### config.mk
export PLATFORM = sky130hd
export DESIGN_NAME = move_scheduler
export DESIGN_NICKNAME = d
export VERILOG_FILES = /design/src/rtl/rbot_moves_pkg.sv /design/src/rtl/move_fifo.sv /design/src/rtl/move_scheduler.sv
export SDC_FILE = /design/constraint.sdc
export NUM_CORES = 1
export LEC_CHECK = 0
export CAP_MARGIN = 40
export CORE_MARGIN = 2
export CORE_UTILIZATION = 64
export CTS_CLUSTER_DIAMETER = 60
export DETAILED_ROUTE_END_ITERATION = 12
export PLACE_DENSITY = 0.95
export SETUP_SLACK_MARGIN = 0.05
export SLEW_MARGIN = 20
export SYNTH_ARGS = -nofsm -noshare
export SYNTH_HDL_FRONTEND = slang
export SYNTH_HIERARCHICAL = 1
export SYNTH_SLANG_ARGS = --single-unit
### constraint.sdc
create_clock -name clock_25mhz -period 11.72 [get_ports clock_25mhz]
set_clock_uncertainty 0.05 [all_clocks]
set_input_delay 3.516 -clock clock_25mhz [delete_from_list [all_inputs] [get_ports clock_25mhz]]
set_output_delay 3.516 -clock clock_25mhz [all_outputs]
set_load 0.01 [all_outputs]
### src/rtl/rbot_moves_pkg.sv
// Face-turn move codes shared by the cube robot, plus validity and inverse helpers.
package rbot_moves_pkg;

    localparam int MOVE_W = 4;

    localparam logic [MOVE_W-1:0] MOVE_R  = 4'd2;
    localparam logic [MOVE_W-1:0] MOVE_RI = 4'd3;
    localparam logic [MOVE_W-1:0] MOVE_U  = 4'd4;
    localparam logic [MOVE_W-1:0] MOVE_UI = 4'd5;
    localparam logic [MOVE_W-1:0] MOVE_F  = 4'd6;
    localparam logic [MOVE_W-1:0] MOVE_FI = 4'd7;
    localparam logic [MOVE_W-1:0] MOVE_L  = 4'd8;
    localparam logic [MOVE_W-1:0] MOVE_LI = 4'd9;
    localparam logic [MOVE_W-1:0] MOVE_B  = 4'd10;
    localparam logic [MOVE_W-1:0] MOVE_BI = 4'd11;
    localparam logic [MOVE_W-1:0] MOVE_D  = 4'd12;
    localparam logic [MOVE_W-1:0] MOVE_DI = 4'd13;

    typedef enum logic [1:0] {
        ST_IDLE,
        ST_ISSUE,
        ST_WAIT_DONE,
        ST_SETTLE
    } sched_state_e;

    function automatic logic is_valid_move(input logic [MOVE_W-1:0] code);
        return (code >= MOVE_R) && (code <= MOVE_DI);
    endfunction

    // Clockwise and counter-clockwise turns of a face differ only in bit 0.
    function automatic logic [MOVE_W-1:0] inverse_move(input logic [MOVE_W-1:0] code);
        return code ^ 4'b0001;
    endfunction

endpackage

### src/rtl/move_fifo.sv
// Circular move buffer with flush and tail-drop; pointers wrap modulo DEPTH, occupancy kept in its own counter.
module move_fifo
    import rbot_moves_pkg::*;
#(
    parameter int DEPTH = 16
) (
    input  logic                     clock_25mhz,
    input  logic                     reset,
    input  logic                     push,
    input  logic [MOVE_W-1:0]        push_data,
    input  logic                     pop,
    input  logic                     flush,
    input  logic                     drop_tail,
    output logic [MOVE_W-1:0]        head,
    output logic [MOVE_W-1:0]        tail,
    output logic [$clog2(DEPTH):0]   count,
    output logic                     full,
    output logic                     empty
);

    localparam int PTR_W = $clog2(DEPTH);
    localparam int CNT_W = PTR_W + 1;

    logic [MOVE_W-1:0] mem_q [DEPTH];
    logic [PTR_W-1:0]  wr_ptr_q, wr_ptr_d;
    logic [PTR_W-1:0]  rd_ptr_q, rd_ptr_d;
    logic [PTR_W-1:0]  tail_ptr;
    logic [CNT_W-1:0]  count_q, count_d;
    logic              do_push, do_pop, do_drop;

    assign full     = (count_q == CNT_W'(DEPTH));
    assign empty    = (count_q == '0);
    assign count    = count_q;
    assign tail_ptr = wr_ptr_q - 1'b1;
    assign head     = mem_q[rd_ptr_q];
    assign tail     = mem_q[tail_ptr];

    assign do_push = push & ~full & ~flush;
    assign do_pop  = pop & ~empty & ~flush;
    // A drop never races a push, and never removes the entry a same-cycle pop takes.
    assign do_drop = drop_tail & ~flush & ~do_push & (count_q > {{PTR_W{1'b0}}, do_pop});

    always_comb begin
        wr_ptr_d = wr_ptr_q;
        rd_ptr_d = rd_ptr_q;
        count_d  = count_q;
        if (flush) begin
            wr_ptr_d = '0;
            rd_ptr_d = '0;
            count_d  = '0;
        end else begin
            if (do_pop) begin
                rd_ptr_d = rd_ptr_q + 1'b1;
            end
            if (do_push) begin
                wr_ptr_d = wr_ptr_q + 1'b1;
            end else if (do_drop) begin
                wr_ptr_d = tail_ptr;
            end
            count_d = count_q + {{PTR_W{1'b0}}, do_push}
                              - {{PTR_W{1'b0}}, do_pop}
                              - {{PTR_W{1'b0}}, do_drop};
        end
    end

    always_ff @(posedge clock_25mhz) begin
        if (reset) begin
            wr_ptr_q <= '0;
            rd_ptr_q <= '0;
            count_q  <= '0;
        end else begin
            wr_ptr_q <= wr_ptr_d;
            rd_ptr_q <= rd_ptr_d;
            count_q  <= count_d;
        end
    end

    always_ff @(posedge clock_25mhz) begin
        if (do_push) begin
            mem_q[wr_ptr_q] <= push_data;
        end
    end

endmodule

### src/rtl/move_scheduler.sv
// Two-requester move queue and stepper issue FSM with a post-move settle gap.
// Define MOVE_CANCEL_EN to let an incoming inverse move annihilate the queued tail.
module move_scheduler
    import rbot_moves_pkg::*;
#(
    parameter int DEPTH         = 16,
    parameter int SETTLE_CYCLES = 25000
) (
    input  logic                     clock_25mhz,
    input  logic                     reset,
    input  logic                     a_valid,
    input  logic [MOVE_W-1:0]        a_move,
    output logic                     a_ready,
    input  logic                     b_valid,
    input  logic [MOVE_W-1:0]        b_move,
    output logic                     b_ready,
    input  logic                     flush,
    output logic [MOVE_W-1:0]        next_move,
    output logic                     move_start,
    input  logic                     move_done,
    output logic [$clog2(DEPTH):0]   count,
    output logic                     idle,
    output logic [7:0]               issued_count,
    output logic                     invalid_move
);

    localparam int CNT_W = $clog2(DEPTH) + 1;
    localparam int SET_W = $clog2(SETTLE_CYCLES + 1);

    if (DEPTH < 4 || (DEPTH & (DEPTH - 1)) != 0) begin : g_bad_depth
        $error("move_scheduler: DEPTH must be a power of two and at least 4");
    end
    if (SETTLE_CYCLES < 1) begin : g_bad_settle
        $error("move_scheduler: SETTLE_CYCLES must be at least 1");
    end

    logic              fifo_full, fifo_empty;
    logic [MOVE_W-1:0] fifo_head, fifo_tail;
    logic [CNT_W-1:0]  fifo_count;
    logic              accept, code_ok, do_push, do_pop, do_cancel;
    logic [MOVE_W-1:0] acc_move;

    sched_state_e      state_q, state_d;
    logic [MOVE_W-1:0] next_move_q, next_move_d;
    logic              move_start_q, move_start_d;
    logic [SET_W-1:0]  settle_q, settle_d;
    logic [7:0]        issued_q, issued_d;
    logic              invalid_q, invalid_d;

    // Fixed priority: A wins, B only when A is silent; nothing is taken while flushing.
    assign a_ready  = a_valid & ~fifo_full & ~flush & ~reset;
    assign b_ready  = b_valid & ~a_valid & ~fifo_full & ~flush & ~reset;
    assign accept   = a_ready | b_ready;
    assign acc_move = a_ready ? a_move : b_move;
    assign code_ok  = is_valid_move(acc_move);
    assign do_pop   = (state_q == ST_IDLE) & ~fifo_empty & ~flush;

`ifdef MOVE_CANCEL_EN
    // The tail is only removable if a same-cycle pop is not about to take it.
    assign do_cancel = accept & code_ok
                     & (acc_move == inverse_move(fifo_tail))
                     & ((fifo_count >= CNT_W'(2)) | ((fifo_count == CNT_W'(1)) & ~do_pop));
`else
    logic [MOVE_W-1:0] unused_tail;
    assign unused_tail = fifo_tail;
    assign do_cancel   = 1'b0;
`endif

    assign do_push   = accept & code_ok & ~do_cancel;
    assign invalid_d = accept & ~code_ok;

    move_fifo #(
        .DEPTH(DEPTH)
    ) u_fifo (
        .clock_25mhz(clock_25mhz),
        .reset      (reset),
        .push       (do_push),
        .push_data  (acc_move),
        .pop        (do_pop),
        .flush      (flush),
        .drop_tail  (do_cancel),
        .head       (fifo_head),
        .tail       (fifo_tail),
        .count      (fifo_count),
        .full       (fifo_full),
        .empty      (fifo_empty)
    );

    always_comb begin
        state_d      = state_q;
        next_move_d  = next_move_q;
        move_start_d = 1'b0;
        settle_d     = settle_q;
        issued_d     = issued_q;
        if (move_start_q && issued_q != 8'hFF) begin
            issued_d = issued_q + 8'd1;
        end
        case (state_q)
            ST_IDLE: begin
                if (do_pop) begin
                    next_move_d  = fifo_head;
                    move_start_d = 1'b1;
                    state_d      = ST_ISSUE;
                end
            end
            ST_ISSUE: begin
                state_d = ST_WAIT_DONE;
            end
            ST_WAIT_DONE: begin
                if (move_done) begin
                    settle_d = SET_W'(SETTLE_CYCLES);
                    state_d  = ST_SETTLE;
                end
            end
            ST_SETTLE: begin
                settle_d = settle_q - 1'b1;
                if (settle_q <= SET_W'(1)) begin
                    state_d = ST_IDLE;
                end
            end
            default: begin
                state_d = ST_IDLE;
            end
        endcase
    end

    always_ff @(posedge clock_25mhz) begin
        if (reset) begin
            state_q      <= ST_IDLE;
            next_move_q  <= '0;
            move_start_q <= 1'b0;
            settle_q     <= '0;
            issued_q     <= '0;
            invalid_q    <= 1'b0;
        end else begin
            state_q      <= state_d;
            next_move_q  <= next_move_d;
            move_start_q <= move_start_d;
            settle_q     <= settle_d;
            issued_q     <= issued_d;
            invalid_q    <= invalid_d;
        end
    end

    assign next_move    = next_move_q;
    assign move_start   = move_start_q;
    assign count        = fifo_count;
    assign idle         = (state_q == ST_IDLE) & fifo_empty;
    assign issued_count = issued_q;
    assign invalid_move = invalid_q;

endmodule
Word level (Yosys, flattened, before mapping)
Memory sizes are Yosys's and may differ from the RTL's. A register that Yosys moved wholly into a read port is not among the register bits. Cells that the tools add are included. Widths: inputs -> output; s select.

Memories kept: 1. Bits in writable memories: 64. Input bits: 14. Logic and storage cells: 70. Register bits: 40.

Reductions and logical operators: 10. Eq/ne operators: 8. $lt $le $gt $ge: 3. Bitwise operators: 24. Add/subtract/negate cells: 6. Multiplexer cells: 10.

Memory list: u_fifo.mem_q (depth 16, bits a word 4, read ports 1, clocked after memory_dff 1, wr ports 1, line move_fifo.sv:24) `logic [MOVE_W-1:0] mem_q [DEPTH];`.

Operators with widths (number): $pmux 15 s2 (1); $and 1x1->1 (16); $le 15x1->1 const B (1); $mux 15 (1); $sub 15x1->15 const B (1); $add 4x1->4 const B (2); $add 8x1->8 const B (1); $ne 8x8->1 const B (1); $pmux 2 s4 (1); $not 1->1 (7); $mux 2 (3); $add 5x1->5 (1); $eq 5x5->1 const B (1); $logic_not 5->1 (1); $sub 5x1->5 (1); $eq 2x2->1 const B (2); $ge 4x2->1 const B (1); $le 4x4->1 const B (1); $mux 4 (1); $ne 2x2->1 const B (2); $reduce_and 2->1 (2); $reduce_or 2->1 (2); $mux 1 (3); $reduce_and 3->1 (1); 6 further kinds (7).

Logic depth before layout (Yosys ltp)
Gate-level depths: netlist of the first run.

Word-level depth: 13. Gate-level depth with buffers: 20. Gate-level depth less buffers: 19.

Modules after synthesis
The synthesis of the first run kept the hierarchy.

By module, submodules not included: move_fifo (times used 1, area an instance 4093.9 um^2, sequential area each 2262.2 um^2, cells an instance 286); move_scheduler (times used 1, area an instance 1662.8 um^2, sequential area each 620.6 um^2, cells an instance 187).

Worst setup path after synthesis of the first run
Ideal clock, no wire load.

Kind: in2out. Start point: input port flush. End point: output port a_ready. Path slack: 3.972 ns. Required time: 8.154 ns. Arrival time: 4.182 ns. Stages on the path: 1. Cell sequence: nor4b_2.

Word-level cells in the longest chain between the ends: 3.

Ends and longest elaborated chain: start: declaration (line move_scheduler.sv:17) `input logic flush,`; $not 1->1 (line move_scheduler.sv:51) `assign a_ready = a_valid & ~fifo_full & ~flush & ~reset;`; $and 1x1->1 (2 in a row) (line move_scheduler.sv:51); end: declaration (line move_scheduler.sv:13) `output logic a_ready,`.

No other way between the ends.

Worst setup path after layout of the first run
Same ends and word-level chain as after synthesis.

==> results.sh, run 1 <==
export IMPL_cts_buffer_depth=2
export IMPL_critPathArrivalTime_ns=5.61
export IMPL_grt_pass1_vias=3404
export IMPL_rows=32
export IMPL_hp_start="settle_q[12]"
export IMPL_cp_required_ns=8.15
export IMPL_tns_ns=0
export IMPL_drive_gt1_share_pct=13.0
export IMPL_rsz0062_at_grt="false"
export IMPL_cts_setup_buffers=0
export IMPL_yosys_warnings=6
export IMPL_port_buffers=35
export IMPL_vias=3411
export IMPL_crit_path_start_kind="input port"
export IMPL_reg2reg_to="u_fifo/count[3]"
export IMPL_whs_ns=0.454
export IMPL_slew_headroom_pct=43.4
export IMPL_globalRouteTotalUtil_pct=24.9
export IMPL_antenna_cells=0
export IMPL_min_to="settle_q[12]"
export IMPL_dieArea_sq_um=8890
export IMPL_core_sq_um=7810
export IMPL_routedWlPerCell_microns=18.7
export IMPL_drt_iter0_drc=225
export IMPL_cts_hold_buffers_added=0
export IMPL_clkSinkCount=112
export IMPL_cap_viol_max_count=0
export IMPL_nNetsFinal=477
export IMPL_die_y_microns=94.3
export IMPL_end_kind="primary output"
export IMPL_io_pins=36
export IMPL_clkSlewWorstSetupHoldPaths_ns=0.11
export IMPL_max_freq_mhz=109
export IMPL_dr_pass1_iters=5
export IMPL_finalMaxSlewViolations=0
export IMPL_root_buffer="clkbuf_8"
export IMPL_r2r_start="u_fifo/count[2]"
export IMPL_post_route_drc_count=0
export IMPL_hold_violations=0
export IMPL_clock_latency_ns=0.37
export IMPL_synth_fp_nets=441
export IMPL_peakVddDrop_mv=0.101
export IMPL_cts_tree="yes"
export IMPL_die_w_microns=94.3
export IMPL_path_class="input port to primary output"
export IMPL_p_per_area_nw_per_um2=126
export IMPL_timing_final_crit_share_pct=78.3
export IMPL_synthesis_area_sq_um=5220
export IMPL_grt_pass1_wl_mm=16.7
export IMPL_wl_mm=10.3
export IMPL_grt_overflow_total=0
export IMPL_area_growth_pct=12.0
export IMPL_avgViaCountPerCell=6.24
export IMPL_syn_avg_cell_area_sq_um=12.9
export IMPL_grt_antenna_before_repair=0
export IMPL_crit_path_max_fanout=12
export IMPL_start_util_pct=66.8
export IMPL_pre_cts_slack_ns=2.55
export IMPL_reg2reg_depth=16
export IMPL_postRouteAntennaNets=0
export IMPL_hold_class="register to register"
export IMPL_worst_pin_slew_ns=0.847
export IMPL_grt_max_degree=33
export IMPL_syn_inst=404
export IMPL_ctsResizeCount=0
export IMPL_setup_viol=0
export IMPL_p_leak_nw=2.00
export IMPL_status="completed"
export IMPL_min_delay_path_depth=2
export IMPL_htree_levels=3
export IMPL_globalplace_congestion=0.799
export IMPL_hpwlAfterDp_mm=7.26
export IMPL_rrSetupSlack_ns=7.68
export IMPL_period_needed_ns=9.18
export IMPL_numCtsBuffers=9
export IMPL_setup_ws_ns=2.54
[critical path, stage by stage]
cell	delay, ns
clkdlybuf4s50_1	0.59
nor4b_2	0.82
clkdlybuf4s50_1	0.68
[flip-flops by register name, indices dropped and copies added (netlist names), named ones only]
signal           cells
invalid_move         1
u_fifo/mem_q        64
state_q              2
settle_q            15
move_start           1
u_fifo/rd_ptr_q      4
u_fifo/wr_ptr_q      4
issued_count         8
next_move            4
u_fifo/count         5
[layout by cell type, fill, tap and decap left out, types with 4 or more instances in the layout]
master and n:
mux2i_1 9, clkdlybuf4s50_1 35, and4_1 4, a31oi_1 4, nor2_1 31, a21oi_1 15, mux2_2 6, o31ai_1 6
and2_1 5, and3_1 5, inv_1 17, nor2b_1 6, dfxtp_1 48, clkbuf_2 4, nor3_1 6, mux4_2 20
edfxtp_1 64, and4b_1 5, xor2_1 12, or3_1 7, or4_1 8, ha_1 21, o21ai_0 5, nand2_1 14
nand2b_1 8, clkbuf_8 9, nand3_1 15, nor4b_1 5
[per-layer routing]
metal / wire (microns) / GRT usage, %
met2: 5430 / 44.9
met4: 148 / 6.88
met1: 4080 / 29.8
met5: 0 / 0
met3: 596 / 6.10
[report_power, final]
part / internal, W / switching (W) / leakage [nW] / total [W]
logic: 0.0000328 / 0.0000415 / 0.937 / 0.0000744
registers: 0.000424 / 0.00000779 / 0.962 / 0.000432
clock network: 0.0000863 / 0.000144 / 0.103 / 0.000230
[area by class of cell]
| cell class | count | area [sq um] |
|---|---|---|
| Sequential cell | 112 | 2880 |
| Fill cell | 494 | 1970 |
| Multi-Input combinational cell | 255 | 2150 |
| Clock inverter | 7 | 76.3 |
| Timing Repair Buffer | 43 | 412 |
| Inverter | 19 | 71.3 |
| Tap cell | 102 | 128 |
| Clock buffer | 9 | 124 |
[worst max-delay path by stage]
stage / startpoint / to / cells past startpoint
3_5_place_dp: flush / a_ready / 3
6_report: flush / a_ready / 3
5_1_grt: flush / a_ready / 3
2_1_floorplan: flush / a_ready / 1
4_1_cts: flush / a_ready / 3
3_3_place_gp: flush / a_ready / 3
[stage by stage]
stage / instances / cell area [sq um] / util (%) / total power [W]
after floorplan: 404 / 5220 / - / 0.000489
after global routing: 547 / 5840 / 74.8 / 0.000764
after detailed placement: 526 / 5610 / 71.8 / 0.000513
final: 547 / 5840 / 74.8 / 0.000737
after CTS: 542 / 5810 / 74.4 / 0.000738
after global placement: 525 / 5590 / 71.6 / 0.000509
Note: power is estimated with default switching activity, not from simulation.
==> inputs of run 2 (changes only) <==
--- a/config.mk
+++ b/config.mk
@@ -7,10 +7,10 @@
 export LEC_CHECK = 0
 export CAP_MARGIN = 40
 export CORE_MARGIN = 2
-export CORE_UTILIZATION = 64
+export CORE_UTILIZATION = 54
 export CTS_CLUSTER_DIAMETER = 60
 export DETAILED_ROUTE_END_ITERATION = 12
-export PLACE_DENSITY = 0.95
+export PLACE_DENSITY = 0.87
 export SETUP_SLACK_MARGIN = 0.05
 export SLEW_MARGIN = 20
 export SYNTH_ARGS = -nofsm -noshare
==> constraint.sdc (replaced) <==
create_clock -name clock_25mhz -period 7.65 [get_ports clock_25mhz]
set_clock_uncertainty 0.05 [all_clocks]
set_input_delay 2.295 -clock clock_25mhz [delete_from_list [all_inputs] [get_ports clock_25mhz]]
set_output_delay 2.295 -clock clock_25mhz [all_outputs]
set_load 0.01 [all_outputs]
==> run 2 against run 1 <==
Compared with the run above: non-clock buffer count did not move; total power rose by 53%; first-iteration DRC count fell by 17%; critical path depth rose by 1; combinational power rose by 52%; via count fell by 1.3%; worst setup slack got worse by 1.2 ns; critical path type unchanged; register-to-register slack got worse by 3.7 ns; sequential share of layout area fell by 0.34 points; sequential cell count did not move; die area rose by 18%; core utilization fell by 11 points.
==> results.sh, run 2 (same netlist as run 1, synthesis figures left out) <==
export IMPL_largest_reg_flops=64
export IMPL_grt_max_degree=33
export IMPL_largest_register="u_fifo/mem_q"
export IMPL_crit_path_max_fanout=12
export IMPL_crit_path_start_kind="input port"
export IMPL_worst_pin_slew_ns=0.976
export IMPL_cap_viol_max_count=0
export IMPL_dieArea_sq_um=10500
export IMPL_max_freq_mhz=157
export IMPL_status="completed"
export IMPL_final_common_cell="edfxtp_1"
export IMPL_routedWlPerCell_microns=17.6
export IMPL_timing_final_crit_share_pct=83.1
export IMPL_cts_tree="yes"
export IMPL_finalMaxSlewViolations=0
export IMPL_dr_pass1_iters=5
export IMPL_rsz0062_at_grt="false"
export IMPL_setup_viol=0
export IMPL_hold_class="register to register"
export IMPL_drive_gt1_share_pct=12.6
export IMPL_grt_pass1_vias=3404
export IMPL_die_y_microns=102
export IMPL_root_buffer="clkbuf_8"
export IMPL_globalplace_congestion=0.822
export IMPL_die_w_microns=102
export IMPL_tns_ns=0
export IMPL_ctsResizeCount=0
export IMPL_port_buffers=35
export IMPL_core_sq_um=9280
export IMPL_utilization_pct=63.3
export IMPL_p_per_area_nw_per_um2=192
export IMPL_rrSetupSlack_ns=3.95
export IMPL_grt_antenna_before_repair=0
export IMPL_nNetsFinal=477
export IMPL_hold_violations=0
export IMPL_io_pins=36
export IMPL_hpwlAfterDp_mm=7.37
export IMPL_peakVddDrop_mv=0.109
export IMPL_period_needed_ns=6.36
export IMPL_grt_pass1_wl_mm=16.6
export IMPL_post_route_drc_count=0
export IMPL_path_class="input port to primary output"
export IMPL_area_growth_pct=12.7
export IMPL_clock_latency_ns=0.37
export IMPL_numCtsBuffers=9
export IMPL_end_kind="primary output"
export IMPL_cts_hold_buffers_added=0
export IMPL_antenna_cells=0
export IMPL_vias=3365
export IMPL_grt_overflow_total=0
export IMPL_reg2reg_depth=16
export IMPL_clkSlewWorstSetupHoldPaths_ns=0.10
export IMPL_p_leak_nw=2.00
export IMPL_wl_mm=10.1
export IMPL_htree_levels=3
export IMPL_clkSinkCount=112
export IMPL_start_util_pct=56.2
export IMPL_cp_required_ns=5.31
export IMPL_min_delay_path_depth=2
export IMPL_drt_iter0_drc=187
export IMPL_slew_headroom_pct=34.0
export IMPL_globalRouteTotalUtil_pct=20.8
export IMPL_cts_buffer_depth=2
export IMPL_final_cell_mix="edfxtp_1, dfxtp_1, clkdlybuf4s50_1"
export IMPL_critPathArrivalTime_ns=4.01
export IMPL_rows=35
export IMPL_avgViaCountPerCell=5.86
export IMPL_postRouteAntennaNets=0
export IMPL_cts_setup_buffers=0
==> run 2: changes by cell type in the layout (fill, tap and decap cells not counted), sizes merged <==
cell	delta
clkinv	-1
clkbuf	-3
inv	-2
buf	+3
clkinvlp	+2
bufinv	+1
==> run 2: final timing paths <==
path	start	to
setup / recovery	flush	a_ready
hold / removal	u_fifo/rd_ptr_q[3]	register
setup reg to reg	u_fifo/count[2]	u_fifo/count[2]
hold reg to reg	u_fifo/rd_ptr_q[3]	register
==> run 2: worst max-delay path, stage by stage <==
cell             delay, ns
clkdlybuf4s50_1       0.59
nor4b_2               0.36
buf_4                 0.22
clkdlybuf4s50_1       0.55
==> run 2: cell type report <==
| type | instances | area [sq um] |
|---|---|---|
| inverter | 19 | 71.3 |
| tap | 129 | 161 |
| sequential | 112 | 2880 |
| clock inverter | 7 | 77.6 |
| fill | 713 | 3400 |
| clock buffer | 9 | 124 |
| timing repair buffer | 43 | 417 |
| multi-input combinational | 255 | 2150 |
==> run 2: per-stage QoR <==
step | setup WS (ns) | total power [W] | hold slack [ns] | std cells | instance area (sq um)
final | 1.29 | 0.00113 | 0.445 | 574 | 5880
after global routing | 1.17 | 0.00117 | 0.478 | 574 | 5880
after CTS | 1.29 | 0.00114 | 0.442 | 572 | 5860
after detailed placement | 1.29 | 0.000788 | 0.421 | 556 | 5660
after global placement | 1.38 | 0.000780 | 0.418 | 553 | 5630
after floorplan | 2.34 | 0.000749 | 0.405 | 404 | 5220
==> run 2: layer usage <==
metal  global-route usage [%]  vias up  wire length (microns)
li1                         -     1589                      -
met1                     24.9     1674                   4030
met2                     38.1       91                   5470
met3                     3.83       11                    452
met4                     6.36        0                    152
met5                        0        -                      0
==> run 2: where the power goes <==
part / internal, W / switching [W] / total [W]
clock network: 0.000155 / 0.000200 / 0.000355
registers: 0.000650 / 0.0000117 / 0.000661
logic: 0.0000505 / 0.0000629 / 0.000113
total: 0.000856 / 0.000275 / 0.00113
